## src/rtl/pipe_pkg.sv

```systemverilog
// Shared pipeline-stage types and constants.
// Used by pipe_slot and pipe_stage_skid.
package pipe_pkg;

  typedef enum logic [1:0] {
    PS_EMPTY,
    PS_ONE,
    PS_FULL
  } pipe_state_e;

  localparam int INS_W   = 32;
  localparam int PC_W    = 64;
  localparam int IF_ID_W = INS_W + PC_W;

  localparam logic [INS_W-1:0] NOP_INS = 32'h0000_0013;

  localparam int PERF_CNT_W = 32;

  function automatic pipe_state_e state_of(
    input logic main_v,
    input logic skid_v
  );
    if (skid_v)
      return PS_FULL;
    else if (main_v)
      return PS_ONE;
    else
      return PS_EMPTY;
  endfunction

endpackage

```

## src/rtl/pipe_slot.sv

```systemverilog
// One held beat: a valid bit plus a payload register.
// Clear beats load; zero selects whether clear also wipes the payload.
module pipe_slot
  import pipe_pkg::*;
#(
  parameter int DATA_W = IF_ID_W
) (
  input  logic              clk,
  input  logic              rst_n,
  input  logic              load,
  input  logic              clear,
  input  logic              zero,
  input  logic [DATA_W-1:0] d,
  output logic              valid,
  output logic [DATA_W-1:0] q
);

  always_ff @(posedge clk) begin
    if (!rst_n) begin
      valid <= 1'b0;
      q     <= '0;
    end else if (clear) begin
      valid <= 1'b0;
      if (zero)
        q <= '0;
    end else if (load) begin
      valid <= 1'b1;
      q     <= d;
    end
  end

endmodule

```

## src/rtl/pipe_stage_skid.sv

```systemverilog
// Reusable valid/ready pipeline stage with a 2-entry skid buffer.
// Define PIPE_STAGE_PERF_EN to add stall/flush/bubble counters.
module pipe_stage_skid
  import pipe_pkg::*;
#(
  parameter int              DATA_W     = IF_ID_W,
  parameter logic [DATA_W-1:0] BUBBLE_VAL = '0,
  parameter bit              FLUSH_ZERO = 1'b1
) (
  input  logic              i_clk,
  input  logic              i_rst_n,
  input  logic              i_flush,
  input  logic              i_hold,
  input  logic              i_bubble,
  input  logic              i_up_valid,
  output logic              o_up_ready,
  input  logic [DATA_W-1:0] i_up_data,
  output logic              o_dn_valid,
  input  logic              i_dn_ready,
  output logic [DATA_W-1:0] o_dn_data,
`ifdef PIPE_STAGE_PERF_EN
  output logic [PERF_CNT_W-1:0] o_stall_cnt,
  output logic [PERF_CNT_W-1:0] o_flush_cnt,
  output logic [PERF_CNT_W-1:0] o_bubble_cnt,
`endif
  output logic [1:0]        o_occupancy
);

  logic              main_v, skid_v;
  logic [DATA_W-1:0] main_d, skid_d;
  logic [DATA_W-1:0] payload, main_din;
  logic              main_ld, main_clr;
  logic              skid_ld, skid_clr;
  logic              up_fire, dn_fire, zero;
  pipe_state_e       st;

  assign st         = state_of(main_v, skid_v);
  assign o_up_ready = ~skid_v & ~i_hold;
  assign o_dn_valid = main_v;
  assign o_dn_data  = main_d;
  assign up_fire    = i_up_valid & o_up_ready & ~i_flush;
  assign dn_fire    = main_v & i_dn_ready;
  assign payload    = i_bubble ? BUBBLE_VAL : i_up_data;
  assign zero       = i_flush & FLUSH_ZERO;
  assign o_occupancy = {1'b0, main_v} + {1'b0, skid_v};

  always_comb begin
    main_ld  = 1'b0;
    main_clr = 1'b0;
    skid_ld  = 1'b0;
    skid_clr = 1'b0;
    main_din = payload;
    if (i_flush) begin
      main_clr = 1'b1;
      skid_clr = 1'b1;
    end else begin
      case (st)
        PS_EMPTY: main_ld = up_fire;
        PS_ONE: begin
          if (up_fire && dn_fire)
            main_ld = 1'b1;
          else if (up_fire)
            skid_ld = 1'b1;
          else if (dn_fire)
            main_clr = 1'b1;
        end
        PS_FULL: begin
          // drain: skid moves forward, keeping FIFO order
          if (dn_fire) begin
            main_ld  = 1'b1;
            main_din = skid_d;
            skid_clr = 1'b1;
          end
        end
        default: ;
      endcase
    end
  end

  pipe_slot #(.DATA_W(DATA_W)) u_main (
    .clk   (i_clk),
    .rst_n (i_rst_n),
    .load  (main_ld),
    .clear (main_clr),
    .zero  (zero),
    .d     (main_din),
    .valid (main_v),
    .q     (main_d)
  );

  pipe_slot #(.DATA_W(DATA_W)) u_skid (
    .clk   (i_clk),
    .rst_n (i_rst_n),
    .load  (skid_ld),
    .clear (skid_clr),
    .zero  (zero),
    .d     (payload),
    .valid (skid_v),
    .q     (skid_d)
  );

`ifdef PIPE_STAGE_PERF_EN
  localparam logic [PERF_CNT_W-1:0] CNT_ONE = 1;

  // saturating; flush never clears these
  always_ff @(posedge i_clk) begin
    if (!i_rst_n) begin
      o_stall_cnt  <= '0;
      o_flush_cnt  <= '0;
      o_bubble_cnt <= '0;
    end else begin
      if (main_v && !i_dn_ready && o_stall_cnt != '1)
        o_stall_cnt <= o_stall_cnt + CNT_ONE;
      if (i_flush && o_flush_cnt != '1)
        o_flush_cnt <= o_flush_cnt + CNT_ONE;
      if (up_fire && i_bubble && o_bubble_cnt != '1)
        o_bubble_cnt <= o_bubble_cnt + CNT_ONE;
    end
  end
`endif

endmodule

```

## config.mk

```make
export PLATFORM = sky130hd
export DESIGN_NAME = pipe_stage_skid
export DESIGN_NICKNAME = d
export VERILOG_FILES = /design/src/rtl/pipe_pkg.sv /design/src/rtl/pipe_slot.sv /design/src/rtl/pipe_stage_skid.sv
export SDC_FILE = /design/constraint.sdc
export NUM_CORES = 1
export LEC_CHECK = 0
export ABC_AREA = 1
export BUFFER_PORTS_ARGS = -buffer_cell sky130_fd_sc_hd__buf_2
export CAP_MARGIN = 10
export CORE_MARGIN = 4
export CORE_UTILIZATION = 60
export DETAILED_ROUTE_END_ITERATION = 6
export GPL_TIMING_DRIVEN = 0
export PLACE_DENSITY = 0.86
export SYNTH_ARGS = -nofsm -noshare
export SYNTH_HDL_FRONTEND = slang
export SYNTH_SLANG_ARGS = --single-unit
```

## constraint.sdc

```tcl
create_clock -name i_clk -period 2.55 [get_ports i_clk]
set_input_delay 0.255 -clock i_clk [delete_from_list [all_inputs] [get_ports i_clk]]
set_output_delay 0.255 -clock i_clk [all_outputs]
set_load 0.01 [all_outputs]
```

==> results.sh <==
export IMPL_critPathLaunchType="register"
export IMPL_dp_cells=1960
export IMPL_cts_buffers=17
export IMPL_crit_chain="inv_1, ha_1, inv_1, nor2_1, a21oi_4, clkbuf_1, nand3_1, nand2_1, inv_1, nor2_1"
export IMPL_synth_area_um2=9780
export IMPL_synth_seq_cells=194
export IMPL_syn_area_per_cell_um2=6.34
export IMPL_dieWidth_um=136
export IMPL_max_cap_viol_count=0
export IMPL_wl_per_cell_um=15.3
export IMPL_hold_path_class="in2reg"
export IMPL_routed_wl_um=30500
export IMPL_grt_overflow=0
export IMPL_utilization_pct=73.3
export IMPL_synth_cells=1542
export IMPL_reg2reg_to="u_main.q[23]$_SDFFE_PN0P_"
export IMPL_yosysWarnings=0
export IMPL_grt_first_pass_wirelength_um=48300
export IMPL_vias=10900
export IMPL_drt_initial_drc_count=990
export IMPL_worst_path_max_delay_cell="clkbuf_1"
export IMPL_hold_violations=0
export IMPL_total_power_mw=6.94
export IMPL_relSlewSlack_pct=45.7
export IMPL_grt_max_degree=17
export IMPL_cts_clk_slew_worst_paths_ns=0.07
export IMPL_pre_cts_slack_ns=0.239
export IMPL_synth_distinct_cells=25
export IMPL_dpl_hpwl_um=21300
export IMPL_synth_nets=1648
export IMPL_fin_nets=1869
export IMPL_worst_ep_arrival_time_ns=2.83
export IMPL_setup_viol=0
export IMPL_io_pins=203
export IMPL_yosys_area_share_simple_pct=42.7
export IMPL_diodes=0
export IMPL_setup_tns_ns=0
export IMPL_vias_per_cell=5.45
export IMPL_synthMuxAreaShare_pct=0
export IMPL_finalCritPeriodShare_pct=96.3
export IMPL_ant_nets=0
export IMPL_r2r_start="u_skid.valid$_SDFFE_PP0P_"
export IMPL_drc=0
export IMPL_stdcell_count=1992
export IMPL_ctsHtreeMaxLevel=4
export IMPL_crit_end="u_main.q[23]$_SDFFE_PN0P_"
export IMPL_clock_fmax_mhz=407
export IMPL_worst_path_stages=10
export IMPL_first_pass_iters=6
export IMPL_grt_usage_pct=32.8
export IMPL_crit_family="buffers and inverters"
export IMPL_rows=46
export IMPL_synth_top_family_by_area="simple AND/OR/NAND/NOR gates"
export IMPL_crit_start="u_skid.valid$_SDFFE_PP0P_"
export IMPL_area_delta_synth_final_pct=19.5
export IMPL_power_density_nw_per_um2=594
export IMPL_path_class="reg2reg"
export IMPL_power_leakage_nw=5.37
export IMPL_die_h_um=136
export IMPL_cts_tree="yes"
export IMPL_reg2reg_slack_ns=0.09
export IMPL_place_area_um2=11100
export IMPL_crit_top_cell="inv_1"
export IMPL_clkLatencyLatePin_ns=0.45
export IMPL_hold_worst_slack_ns=0.0861
export IMPL_cts_sinks=194
export IMPL_start_util_pct=61.3
export IMPL_critPathBufInv=4
export IMPL_postCtsHoldBufs=0
export IMPL_yosysSeqAreaShare_pct=39.7
export IMPL_rsz0062_at_grt="no"
export IMPL_antenna_found_initial=0
export IMPL_clock_path_buffers=2
export IMPL_required_ns=2.93
export IMPL_status="finished, final reports clean"
export IMPL_max_slew_worst_pin_slew_ns=0.814
export IMPL_cts_root_buf="clkbuf_16"
export IMPL_max_stage_delay_ns=0.64
export IMPL_final_area_um2=11700
export IMPL_io_buffer_count=202
export IMPL_design_core_area_um2=15900
export IMPL_maxSlewViolCount=0
export IMPL_grt_pass1_vias=9998
export IMPL_worst_slack_ns=0.0936
export IMPL_synth_compound_area_share_pct=5.59
export IMPL_place_congestion=0.904
export IMPL_period_needed_ns=2.46
export IMPL_fin_skew_ns=0.00862
export IMPL_yosys_area_share_adder_pct=0.384
export IMPL_dieArea_um2=18400
export IMPL_end_kind="register"
export IMPL_reg2reg_depth=10
export IMPL_cp_max_fo=10
export IMPL_drive_above_1_share_pct=16.8
export IMPL_ir_worst_vdd_uv=544
export IMPL_synth_xor_area_share_pct=0
## cells in the mapped netlist (all sizes together)
master	count	area [um2]
o21ai	1	5.00
and2	46	288
nor2	135	524
clkbuf	62	233
nor3	1	5.00
o21a	1	7.51
a21oi	103	527
o21bai	1	7.51
dfxtp	194	3880
buf	61	328
nand2	515	1940
inv	153	574
or2	7	43.8
ha	3	37.5
nand3	200	1010
nand4	59	369
## cell usage in the layout, fill, tap and decap left out, types with 2 or more instances in the layout
cell type	n
a21oi_1	102
and2_1	46
buf_1	14
buf_2	239
buf_4	6
buf_6	4
bufinv_16	3
clkbuf_1	61
clkbuf_16	17
clkbuf_8	3
clkinv_2	3
clkinv_4	2
clkinvlp_4	3
dfxtp_1	194
ha_1	3
inv_1	149
inv_2	4
nand2_1	514
nand3_1	199
nand4_1	59
nor2_1	132
nor2_4	2
or2_2	7
## report_power, final
part           switching, mW  leakage, nW  internal [mW]
Sequential            0.0501         1.58           3.12
Clock                   1.22        0.298           1.62
Combinational          0.582         3.49          0.339
## registers in the layout, summed over array words and instances (netlist names)
| name | count |
|---|---|
| u_main.q | 96 |
| u_main.valid | 1 |
| u_skid.valid | 1 |
| u_skid.q | 96 |
## timing repair
action	CTS	global route
gates resized for setup	0	2
setup buffers	0	0
setup endpoints to repair	0	5
## kinds of logic (layout without fill, tap and decap cells)
logic type,count (synthesis),in the layout
simple gates,963,963
fa+ha+maj,3,3
flops,194,194
compound gates,106,106
buf+inv,276,510
## how the worst min path moves through the flow
stage | slack [ns] | start | end | depth (start not counted)
floorplan | 0.33 | i_flush | u_skid.valid$_SDFFE_PP0P_ | 1
global placement | 0.44 | u_skid.q[50]$_SDFFE_PN0P_ | u_skid.q[50]$_SDFFE_PN0P_ | 2
detailed placement | 0.45 | u_skid.q[57]$_SDFFE_PN0P_ | u_skid.q[57]$_SDFFE_PN0P_ | 2
CTS | 0.09 | i_up_data[10] | u_skid.q[10]$_SDFFE_PN0P_ | 3
global route | 0.09 | i_up_data[53] | u_skid.q[53]$_SDFFE_PN0P_ | 3
finish | 0.09 | i_up_data[10] | u_skid.q[10]$_SDFFE_PN0P_ | 3
## routing by layer
layer | share of wire, % | wire length, um | GRT usage [%]
met1 | 39 | 11900 | 40.9
met2 | 46 | 14200 | 53.9
met3 | 11 | 3240 | 8.25
met4 | 3.8 | 1160 | 14.3
met5 | 0 | 0 | 0
## area by class of cell
| type | instances | area [um2] |
|---|---|---|
| repair buffers | 202 | 1010 |
| plain buffers | 123 | 562 |
| multi-input cells | 1072 | 4760 |
| fillers | 1371 | 4260 |
| inverters | 153 | 574 |
| flip-flops and latches | 194 | 3880 |
| clock inverters | 12 | 154 |
| well taps | 216 | 270 |
| clock buffers | 20 | 467 |
## worst min-delay path, cell delays in order
cell     delay (ns)
buf_2          0.10
nand3_1        0.07
a21oi_1        0.06
Power figures use the tool's default switching activity.
